## src/rtl/mux4_rr_arbiter.sv

```systemverilog
// Round-robin arbiter for a shared 4:1 single-bit mux: one-hot grant, encoded select,
// bounded hold under contention, and a registered data bit with a valid flag.
module mux4_rr_arbiter #(
  parameter int unsigned MAX_HOLD = 8
) (
  input  logic       clk,
  input  logic       rst,
  input  logic [3:0] req,
  input  logic [3:0] din,
  output logic [3:0] gnt,
  output logic [1:0] sel,
  output logic       busy,
  output logic       dout,
  output logic       dout_valid
);

  localparam int unsigned   CW       = (MAX_HOLD > 1) ? $clog2(MAX_HOLD) : 1;
  localparam logic [CW-1:0] CNT_LAST = CW'(MAX_HOLD - 1);

  typedef enum logic {
    S_IDLE,
    S_GRANT
  } state_t;

  state_t        r_state;
  logic [3:0]    r_gnt;
  logic [1:0]    r_sel;
  logic [1:0]    r_ptr;
  logic [CW-1:0] r_cnt;
  logic          r_dout;
  logic          r_dout_valid;

  logic [3:0]    w_mask;
  logic [1:0]    w_idx;
  logic [1:0]    w_win;
  logic          w_found;
  logic          w_owner_req;
  logic          w_cnt_last;
  logic          w_take;

  // Masking with the current grant makes one scan serve both pick(req) from idle
  // and pick(others) while granted, since gnt is zero in idle.
  always_comb begin
    w_mask  = req & ~r_gnt;
    w_found = 1'b0;
    w_win   = r_ptr;
    w_idx   = r_ptr;
    for (int unsigned i = 0; i < 4; i++) begin
      w_idx = r_ptr + 2'(i);
      if (!w_found && w_mask[w_idx]) begin
        w_found = 1'b1;
        w_win   = w_idx;
      end
    end
  end

  always_comb begin
    w_owner_req = req[r_sel];
    w_cnt_last  = (r_cnt == CNT_LAST);
    w_take      = w_found && ((r_state == S_IDLE) || !w_owner_req || w_cnt_last);
  end

  always_ff @(posedge clk) begin
    if (rst) begin
      r_state      <= S_IDLE;
      r_gnt        <= '0;
      r_sel        <= '0;
      r_ptr        <= '0;
      r_cnt        <= '0;
      r_dout       <= 1'b0;
      r_dout_valid <= 1'b0;
    end else begin
      r_dout_valid <= |r_gnt;
      if (|r_gnt) begin
        r_dout <= din[r_sel];
      end

      if (w_take) begin
        r_state <= S_GRANT;
        r_gnt   <= 4'b0001 << w_win;
        r_sel   <= w_win;
        r_ptr   <= w_win + 2'd1;
        r_cnt   <= '0;
      end else begin
        unique case (r_state)
          S_IDLE: ;
          S_GRANT: begin
            if (!w_owner_req) begin
              r_state <= S_IDLE;
              r_gnt   <= '0;
              r_cnt   <= '0;
            end else if (!w_cnt_last) begin
              r_cnt <= r_cnt + 1'b1;
            end
          end
          default: begin
            r_state <= S_IDLE;
            r_gnt   <= '0;
          end
        endcase
      end
    end
  end

  assign gnt        = r_gnt;
  assign sel        = r_sel;
  assign busy       = |r_gnt;
  assign dout       = r_dout;
  assign dout_valid = r_dout_valid;

endmodule

```

## config.mk

```make
export PLATFORM = sky130hd
export DESIGN_NAME = mux4_rr_arbiter
export DESIGN_NICKNAME = d
export VERILOG_FILES = /design/src/rtl/mux4_rr_arbiter.sv
export SDC_FILE = /design/constraint.sdc
export NUM_CORES = 1
export LEC_CHECK = 0
export BUFFER_PORTS_ARGS = -buffer_cell sky130_fd_sc_hd__buf_2
export CORE_MARGIN = 8
export CORE_UTILIZATION = 30
export CTS_CLUSTER_SIZE = 30
export DETAILED_ROUTE_END_ITERATION = 10
export MAX_ROUTING_LAYER = met4
export PLACE_DENSITY_LB_ADDON = 0.08
export SYNTH_ARGS = -nofsm -noshare
export SYNTH_HDL_FRONTEND = slang
export SYNTH_SLANG_ARGS = --single-unit
```

## constraint.sdc

```tcl
create_clock -name clk -period 3.5 [get_ports clk]
set_input_delay 0.7 -clock clk [delete_from_list [all_inputs] [get_ports clk]]
set_output_delay 0.7 -clock clk [all_outputs]
set_load 0.03 [all_outputs]
```

* Word-level counts from Yosys, hierarchy flattened
Cells that the tools add are included.
Word-level totals: register bits after elaboration 14, logic and storage cells 66, bits of input ports 10
Operators by class: add/sub/neg operators 5, multiplexer cells 27, eq/ne operators 3, bitwise gates (word level) 3, reduce and logical (&&, ||, !) cells 15, order comparisons 5, shift operators 1
Operator list (number):
- 2-bit by 3-bit less-than comparator with 1-bit output, second input constant | 5
- 1-bit 2-to-1 mux | 13
- 1-bit binary-select mux with 2-bit select | 6
- 4-bit 2-to-1 mux | 3
- 2-bit 2-to-1 mux | 3
- 3-bit 2-to-1 mux | 2
- 2-bit by 1-bit adder with 2-bit output, second input constant | 2
- 2-bit adder, second input constant | 2
- 4-bit bitwise AND | 1
- 1-bit logical AND | 4
- 1-bit zero test | 4
- 4-bit inverter | 1
- 2-bit AND reduction | 2
- 4-bit OR reduction | 1
- 1-bit by 2-bit << shifter with 4-bit output, first input constant | 1
- 3-bit by 1-bit adder with 3-bit output, second input constant | 1
- 3-bit == test, second input constant | 1
- 1-bit logical OR | 2
- 2-bit by 1-bit inequality test with 1-bit output, second input constant | 1
- 2-bit inequality test, second input constant | 1
- 2-bit nonzero test | 1
- 2-bit OR reduction | 1
- 1-bit inverter | 1

* Logic depth before layout (Yosys ltp)
Gate-level depths: netlist (run 1).
depth in word-level cells 17, mapped depth 8

* Least setup slack after synthesis (run 1)
No wires, ideal clock.
path kind input to register, start input port req[3], end register r_gnt[1], in the netlist gnt[1], path buffers 1, path slack 1466 ps, arrival time 1906 ps, cell stages on the path 7, path through mux4_2 > and3b_1 > buf_6 > nor2_8 > a21oi_2 > a22oi_1 > nor2_1
On the way: cells in the longest elaborated chain, start to end 16, elaborated cells between the ends (all ways) 33, those cells by class eq/ne: 1; shift: 1; mux: 18; bitwise: 1; reduce/logical: 12
Ends and longest elaborated chain:
- start, declared | line 8 | input logic [3:0] req,
- 4-bit bitwise AND | line 44 | w_mask = req & ~r_gnt;
- 1-bit binary-select mux with 2-bit select | line 50 | if (!w_found && w_mask[w_idx]) begin
- 1-bit 2-to-1 mux (not written as such) | line 50
- 1-bit 2-to-1 mux | line 50
- 1-bit zero test | line 50
- 1-bit logical AND | line 50
- 1-bit 2-to-1 mux | line 50
- 1-bit zero test | line 50
- 1-bit logical AND | line 50
- 1-bit 2-to-1 mux | line 50
- 1-bit zero test | line 50
- 1-bit logical AND | line 50
- 1-bit 2-to-1 mux | line 50
- 1-bit logical AND | line 60 | w_take = w_found && ((r_state == S_IDLE) || !w_owner_req || w_cnt_last);
- 2-bit by 1-bit inequality test with 1-bit output (no line) or 2-bit nonzero test (tied branches)
- 2-bit AND reduction (no line)
- end signal, assigned | line 80 | r_gnt <= 4'b0001 << w_win;
- end, declared | line 26 | logic [3:0] r_gnt;
Several ways; a longest one is shown, not always the timed one. The select of a mux whose other input is x is not followed. A chain may end at the register's enable or synchronous reset.

* Worst setup path in the final report (run 1)
start register r_gnt[2], in the netlist gnt[2], end output port busy
On the way: cells in the longest elaborated chain, start to end 1
Ends and longest elaborated chain:
- 4-bit OR reduction | line 107 | assign busy = |r_gnt;
- end, declared | line 12 | output logic busy,
Every way passes these cells.

==> results.toml, run 1 <==
[outcome]
outcome = "complete, no violations"

[clocking]
cts_buffers = 3
clkLatencyLatePin_ns = 0.28
cts_resized = 0
h-tree-depth = 1
clkTransAtPathRegs_ns = 0.09
cts.sinks = 14
cts_setup_buffers = 0
root_buffer = "clkbuf_4"
cts_tree = "done"
cts_max_path_buffers = 2
cts_hold_buf = 0

[sta]
finalCriticalPeriod_ns = 2.12
max_slew_margin_pct = 63.6
drv_slew = 0
rsz0062_at_grt = "no"
finalSetupViolCount = 0
fmax_mhz = 471
worst_pin_slew_ns = 0.541
hold_viol = 0
finClkSkew_ns = 0.00420
fin_crit_sh_pct = 60.6
tns_ns = 0

[grt]
grtUsageMet2_pct = 14.1
grtUsageTotal_pct = 9.15
grt_remaining_overflow = 0
grt_max_degree = 15
grt_pass1_wl_um = 3060
met1_usage_pct = 9.86
grt_pass1_vias = 662
grt_most_used_layer = "met2"
grt_util_met3_pct = 4.19
grt_antenna_before_repair = 0

[synth]
synth_nets = 90
ys_ff_latch = 14
syn_inst = 78
ys_seq_area_share_pct = 36.5
avgSynthCellArea_um2 = 9.83
synth_ff_type = "dfxtp_1"
synth_enable_flop_cells = 0
netlist_area_um2 = 767
synth_cell_types = 35
ys_async_sr_fraction_pct = 0
synth_warnings = 0

[final_layout]
num-fill-cells = 266
drive_above_1_share_pct = 29.6
antenna_cells = 0
syn_to_final_growth_pct = 19.4
final_cell_mix = "buf_2, dfxtp_1, nor2_1"
nets = 111
final_common_cell = "buf_2"

[detailed_routing]
vias_per_cell = 5.02
drcViolationCount = 0
postRouteWirelength_um = 1750
wl_per_cell_um = 13.7
first_pass_iters = 4
final_antenna_net_count = 0
dr.first_iter.drc_count = 13
vias = 642

[power]
peakVddDrop_mv = 0.339
p_total_mw = 0.794
leakagePower_nw = 0.409
powerDensity_mw_per_mm2 = 867

[setup_path]
end_kind = "output port"
worstPathArrival_ns = 1.42
path_max_fanout = 5
worstSetupStartpointType = "flop"
crit_required_ns = 2.80
crit_type = "reg2out"

[job]
drv_cap = 0

[floorplan]
initial_core_util_pct = 31.2
fp-row-count = 18
ioPinCount = 19
coreArea_mm2 = 0.00245
die_h_um = 66.6
die_w_um = 66.6
die_area_mm2 = 0.00443

[min_path]
min_path_type = "reg2reg"

[placement]
dpl.hpwl_um = 1380
gp_congestion = 0.790
io_buffers = 18
[report_power, final]
group | leakage [nW] | switching (mW) | internal (mW)
Sequential | 0.115 | 0.0539 | 0.206
Clock | 0.0210 | 0.0559 | 0.0633
Combinational | 0.272 | 0.250 | 0.164
[worst max-delay path, cell delays in order, from the launching register on]
cell     delay [ns]
dfxtp_1        0.36
nor4_1         0.52
inv_1          0.07
buf_2          0.19
[layout make-up]
| type | count | area (µm²) | area share (%) |
|---|---|---|---|
| clock buffer | 4 | 36.3 | 3.96 |
| inverter | 2 | 7.51 | 0.820 |
| multi-input combinational | 60 | 464 | 50.7 |
| sequential | 14 | 280 | 30.6 |
| tap | 30 | 37.5 | 4.10 |
| timing repair buffer | 18 | 90.1 | 9.84 |
[cells in the mapped netlist (2+ instances only)]
cell type | number | area [µm²]
dfxtp_1 | 14 | 280
nand2b_1 | 4 | 25.0
mux2i_1 | 3 | 30.0
a22oi_1 | 4 | 30.0
a2bb2oi_1 | 2 | 17.5
ha_1 | 2 | 25.0
inv_1 | 2 | 7.51
nor2_1 | 12 | 45.0
nand2_1 | 3 | 11.3
nor2b_1 | 3 | 18.8
a21oi_1 | 4 | 20.0
nand3_1 | 2 | 10.0
[final timing paths]
path,slack [ns],end,cells after the start,startpoint
max,1.38,busy,3,gnt[2]$_SDFFE_PP0P_
min,0.50,dout$_SDFFE_PP0P_,2,dout$_SDFFE_PP0P_
max reg2reg,1.58,gnt[1]$_SDFFE_PP0P_,6,sel[1]$_SDFFE_PP0P_
min reg2reg,0.50,dout$_SDFFE_PP0P_,2,dout$_SDFFE_PP0P_
[flip-flops by register name (all words and copies together) (netlist names)]
| name | flops |
|---|---|
| r_ptr | 2 |
| r_state | 1 |
| dout | 1 |
| r_cnt | 3 |
| dout_valid | 1 |
| gnt | 4 |
| sel | 2 |
[layer usage]
metal  vias to the layer above  wire [µm]
li1                        329          -
met5                         -          0
met1                       301        760
met2                        10        872
met4                         0         15
met3                         2        105
[kinds of logic after synthesis]
| group | synth area share, % |
|---|---|
| XOR/XNOR | 1.14 |
| buffers and inverters | 2.94 |
| adder cells (fa/ha/maj) | 3.26 |
| flip-flops | 36.5 |
| AND/OR/NAND/NOR | 24.1 |
| AO/OA/AOI/OAI | 21.7 |
| multiplexers | 10.3 |
[through the flow]
stage	cell area [µm²]	hold slack, ns	utilization (%)	instances	setup slack (ns)
detailed placement	880	0.487	35.8	124	1.23
finish	916	0.501	37.3	128	1.38
CTS	916	0.512	37.3	128	1.34
global route	916	0.555	37.3	128	1.23
global placement	880	0.475	35.8	124	1.27
floorplan	767	0.463	-	78	1.47
No activity file was read; power rests on OpenSTA's default activity.
==> run 2: changes to the inputs <==
Clock period 3.5 ns to 1.89 ns, I/O delays scaled along.
==> results.toml, run 2 (synthesis results as in run 1) <==
[final_layout]
syn_to_final_growth_pct = 27.2
fin_area_um2 = 976
final_common_cell = "buf_2"
nets = 118
final_cell_mix = "buf_2, dfxtp_1, nor2_1"
stdcell_count = 135
largest_reg_flops = 4
antenna_cells = 0
drive_above_1_share_pct = 36.2
num-fill-cells = 258

[detailed_routing]
postRouteWirelength_um = 1760
vias = 685
vias_per_cell = 5.07
first_pass_iters = 4
drcViolationCount = 0
final_antenna_net_count = 0
dr.first_iter.drc_count = 21
wl_per_cell_um = 13.0

[clocking]
clkLatencyLatePin_ns = 0.27
cts_max_path_buffers = 2
cts_buffers = 3
cts_tree = "done"
cts_setup_buffers = 0
cts.sinks = 14
root_buffer = "clkbuf_4"
h-tree-depth = 1
clkTransAtPathRegs_ns = 0.09

[sta]
rsz0062_at_grt = "no"
fmax_mhz = 562
finalCriticalPeriod_ns = 1.78
tns_ns = 0
max_slew_margin_pct = 73.6
fin_crit_sh_pct = 94.1
finalSetupViolCount = 0
layout_setup_ws_ns = 0.111
drv_slew = 0
finClkSkew_ns = 0.00379
worst_pin_slew_ns = 0.396
hold_viol = 0

[min_path]
min_path_type = "in2reg"

[placement]
place_inst = 131
dpl-instance-area_um2 = 933
place_ws_ns = 0.0157
io_buffers = 18
dpl.hpwl_um = 1420
gp_congestion = 0.701

[grt]
grt_pass1_wl_um = 2990
grt_remaining_overflow = 0
grt_max_degree = 15
grt_pass1_vias = 662
grt_antenna_before_repair = 0
grtUsageTotal_pct = 8.81

[power]
powerDensity_mw_per_mm2 = 1590
p_total_mw = 1.55
leakagePower_nw = 0.445
peakVddDrop_mv = 0.694

[setup_path]
worst-r2r-setup-slack_ns = 0.11
cpMaxStageDelayCell = "mux4_2"
end_kind = "flop"
max_stage_delay_ns = 0.52
path_max_fanout = 8
worstPathArrival_ns = 1.95
worstSetupStartpointType = "flop"
crit_required_ns = 2.06
crit_type = "reg2reg"
crit_chain = "mux4_2, and3b_1, nor2_8, a21oi_2, a22oi_1, nor2_1"
cp_top_family = "multiplexers"
worst-path-buf-inv = 0

[floorplan]
coreArea_mm2 = 0.00245
ioPinCount = 19
die_h_um = 66.6
die_area_mm2 = 0.00443
die_w_um = 66.6
fp-row-count = 18
initial_core_util_pct = 31.2

[job]
drv_cap = 0

[outcome]
outcome = "complete, no violations"
[run 2: cell types whose count changed in the layout (fill, tap and decap cells not counted), sizes merged]
cell,before,now
buf,18,25
[run 2: layout make-up]
class	instances	area [µm²]	area share, %
tap	30	37.5	3.85
sequential	14	282	28.8
timing repair buffer	25	143	14.6
inverter	2	7.51	0.769
multi-input combinational	60	470	48.2
clock buffer	4	36.3	3.72
[run 2: repair_timing]
item	4_1_cts	5_1_grt
resized for setup	0	1
hold buffers	0	0
endpoints found under the hold margin	0	0
setup endpoints to repair	0	1
[run 2: final timing paths]
check	cells after the start	to	start
min reg2reg	2	r_cnt[1]$_SDFFE_PP0P_	r_cnt[1]$_SDFFE_PP0P_
max	6	gnt[1]$_SDFFE_PP0P_	sel[1]$_SDFFE_PP0P_
max reg2reg	6	gnt[1]$_SDFFE_PP0P_	sel[1]$_SDFFE_PP0P_
min	2	gnt[3]$_SDFFE_PP0P_	rst
[run 2: stage by stage]
step                      util, %  hold WS [ns]
after detailed placement     38.0         0.492
after CTS                    39.5         0.447
after global placement       38.0         0.493
final                        39.8         0.434
after global routing         39.8         0.447
after floorplan                 -         0.440
[run 2: power by group]
group	switching (mW)	leakage, nW	internal, mW
combinational	0.494	0.309	0.374
clock	0.0965	0.0210	0.117
sequential	0.0829	0.116	0.384
total	0.674	0.445	0.875
[run 2: per-layer routing]
metal | wire [µm] | GRT usage [%] | vias to the layer above
met2 | 848 | 14.0 | 15
met1 | 818 | 10.4 | 326
met5 | 0 | - | -
li1 | - | - | 342
met3 | 80 | 2.35 | 2
met4 | 13 | 3.20 | 0
==> run 3: changes to the inputs <==
Settings changed: ABC_AREA from default to 1.
==> results.toml, run 3 <==
[final_layout]
nets = 196
drive_above_1_share_pct = 33.3
stdcell_count = 229
fin_area_mm2 = 0.00128
largest_reg_flops = 4
final_util_pct = 38.5
num-fill-cells = 370
syn_to_final_growth_pct = 23.2
antenna_cells = 0
final_common_cell = "nand2_1"
final_cell_mix = "nand2_1, nand3_1, buf_2"

[synth]
netlist_area_mm2 = 0.00104
syn_inst = 158
synth_warnings = 0
synth_nets = 170
synthTopCellsByCount = "nand2_1, nand3_1, inv_1"
synth_cell_types = 25
synth_top_area_cell = "dfxtp_1"
synth_top_area_share_pct = 26.9
synth.area.top_cells = "dfxtp_1, nand2_1, nand3_1"
synth_enable_flop_cells = 0
ys_async_sr_fraction_pct = 0
ys_ff_latch = 14
synthMostInstantiatedCell = "nand2_1"
ys_seq_area_share_pct = 26.9
synth_ff_type = "dfxtp_1"
avgSynthCellArea_um2 = 6.60

[floorplan]
initial_core_util_pct = 31.2
ioPinCount = 19
die_w_um = 74.9
die_h_um = 74.9
coreArea_mm2 = 0.00334
die_area_mm2 = 0.00562
fp-row-count = 21

[setup_path]
crit_type = "reg2reg"
worstRegToRegCells = 13
crit_required_ns = 2.07
cp_top_family = "simple AND/OR/NAND/NOR gates"
end_kind = "flop"
crit_path_frequent_cell = "nand2_2"
worstSetupStartpointType = "flop"
crit_chain = "buf_6, inv_8, nand2_2, nand2_2, nand3_2, nand2_2, nand2_2, nor2_4, nand2_2, nand2_4, nor2_2, buf_4, a211oi_1"
cpMaxStageDelayCell = "dfxtp_2"
worst-path-buf-inv = 3
path_max_fanout = 10
max_stage_delay_ns = 0.34
worst-r2r-setup-slack_ns = 0.07
r2r-end = "r_ptr[0]$_SDFFE_PP0P_"
timing.rr.start = "r_ptr[0]$_SDFFE_PP0P_"
worstPathArrival_ns = 2.00

[clocking]
h-tree-depth = 1
clkTransAtPathRegs_ns = 0.09
cts_buffers = 3
cts_hold_buf = 0
root_buffer = "clkbuf_4"
cts_max_path_buffers = 2
cts_tree = "done"
cts.sinks = 14
clkLatencyLatePin_ns = 0.27

[placement]
io_buffers = 18
dpl.hpwl_um = 2310
gp_congestion = 0.816
dpl-instance-area_mm2 = 0.00117
place_inst = 221

[grt]
grt_pass1_vias = 1098
grt_antenna_before_repair = 0
grt_max_degree = 13
grtUsageTotal_pct = 11.3
grt_pass1_wl_um = 4910
grt_remaining_overflow = 0

[power]
peakVddDrop_mv = 0.641
powerDensity_mw_per_mm2 = 1880
leakagePower_nw = 0.644

[detailed_routing]
drcViolationCount = 0
wl_per_cell_um = 12.4
first_pass_iters = 4
postRouteWirelength_um = 2840
vias = 1112
dr.first_iter.drc_count = 45
vias_per_cell = 4.86
final_antenna_net_count = 0

[sta]
fmax_mhz = 550
worst_pin_slew_ns = 0.323
rsz0062_at_grt = "yes"
max_slew_margin_pct = 78.3
drv_slew = 0
finalCriticalPeriod_ns = 1.82
finClkSkew_ns = 0.000906
fin_crit_sh_pct = 96.1
hold_viol = 0
finalSetupViolCount = 0

[min_path]
hold_path_end = "gnt[1]$_SDFFE_PP0P_"
min_path_cells = 2
min_from = "rst"
min_path_type = "in2reg"

[outcome]
outcome = "complete, no violations"

[job]
drv_cap = 0
## run 3: how the worst max path moves through the flow
stage | from | endpoint | slack [ns] | cells past startpoint
after floorplan | gnt[1]$_SDFFE_PP0P_ | sel[1]$_SDFFE_PP0P_ | 0.19 | 12
after global placement | r_ptr[0]$_SDFFE_PP0P_ | r_ptr[1]$_SDFFE_PP0P_ | 0.08 | 14
after detailed placement | r_ptr[0]$_SDFFE_PP0P_ | r_ptr[1]$_SDFFE_PP0P_ | 0.07 | 14
after CTS | gnt[0]$_SDFFE_PP0P_ | busy | 0.02 | 4
after global routing | r_ptr[0]$_SDFFE_PP0P_ | r_ptr[0]$_SDFFE_PP0P_ | -0.05 | 13
final | r_ptr[0]$_SDFFE_PP0P_ | r_ptr[0]$_SDFFE_PP0P_ | 0.07 | 13
## run 3: layer usage
metal  routed length [µm]  vias up  GRT usage (%)
li1                     -      573              -
met1                 1200      514           12.7
met2                 1440       23           19.4
met3                  194        2           3.06
met4                   12        0           2.39
met5                    0        -              -
## run 3: logic make-up (layout without fill, tap and decap cells)
family	Yosys count	count (layout)	synth area share, %
DFF	14	14	26.9
AOI/OAI and AO/OA	20	20	11.3
adders and majority gates	2	2	2.40
and+or+nand+nor	100	100	48.4
buffers and inverters	22	47	11.0
## run 3: stage by stage
stage                     power [mW]  setup slack, ns  setup TNS, ns  hold WS [ns]
after floorplan                 1.70            0.194              0         0.479
after global placement          2.03           0.0753              0         0.492
after detailed placement        2.02           0.0748              0         0.502
after CTS                       2.24           0.0203              0         0.386
after global routing            2.67          -0.0499         -0.127         0.385
final                           2.42           0.0733              0         0.390
## run 3: repair_timing
| item | CTS | global route |
|---|---|---|
| setup endpoints to repair | 0 | 7 |
| resized for setup | 0 | 12 |
| hold endpoints to repair | 0 | 0 |
| buffers inserted | 0 | 4 |
## run 3: final cells by class
type | count | area (µm²) | area share, %
Inverter | 18 | 77.6 | 6.04
Sequential cell | 14 | 283 | 22.0
Timing Repair Buffer | 25 | 150 | 11.7
Clock buffer | 4 | 36.3 | 2.83
Tap cell | 46 | 57.6 | 4.48
Multi-Input combinational cell | 122 | 679 | 52.9
## run 3: power by group
part,total [mW],internal [mW],leakage [nW],switching [mW]
Combinational,1.73,0.597,0.507,1.14
Sequential,0.471,0.390,0.116,0.0810
Clock,0.214,0.117,0.0210,0.0967
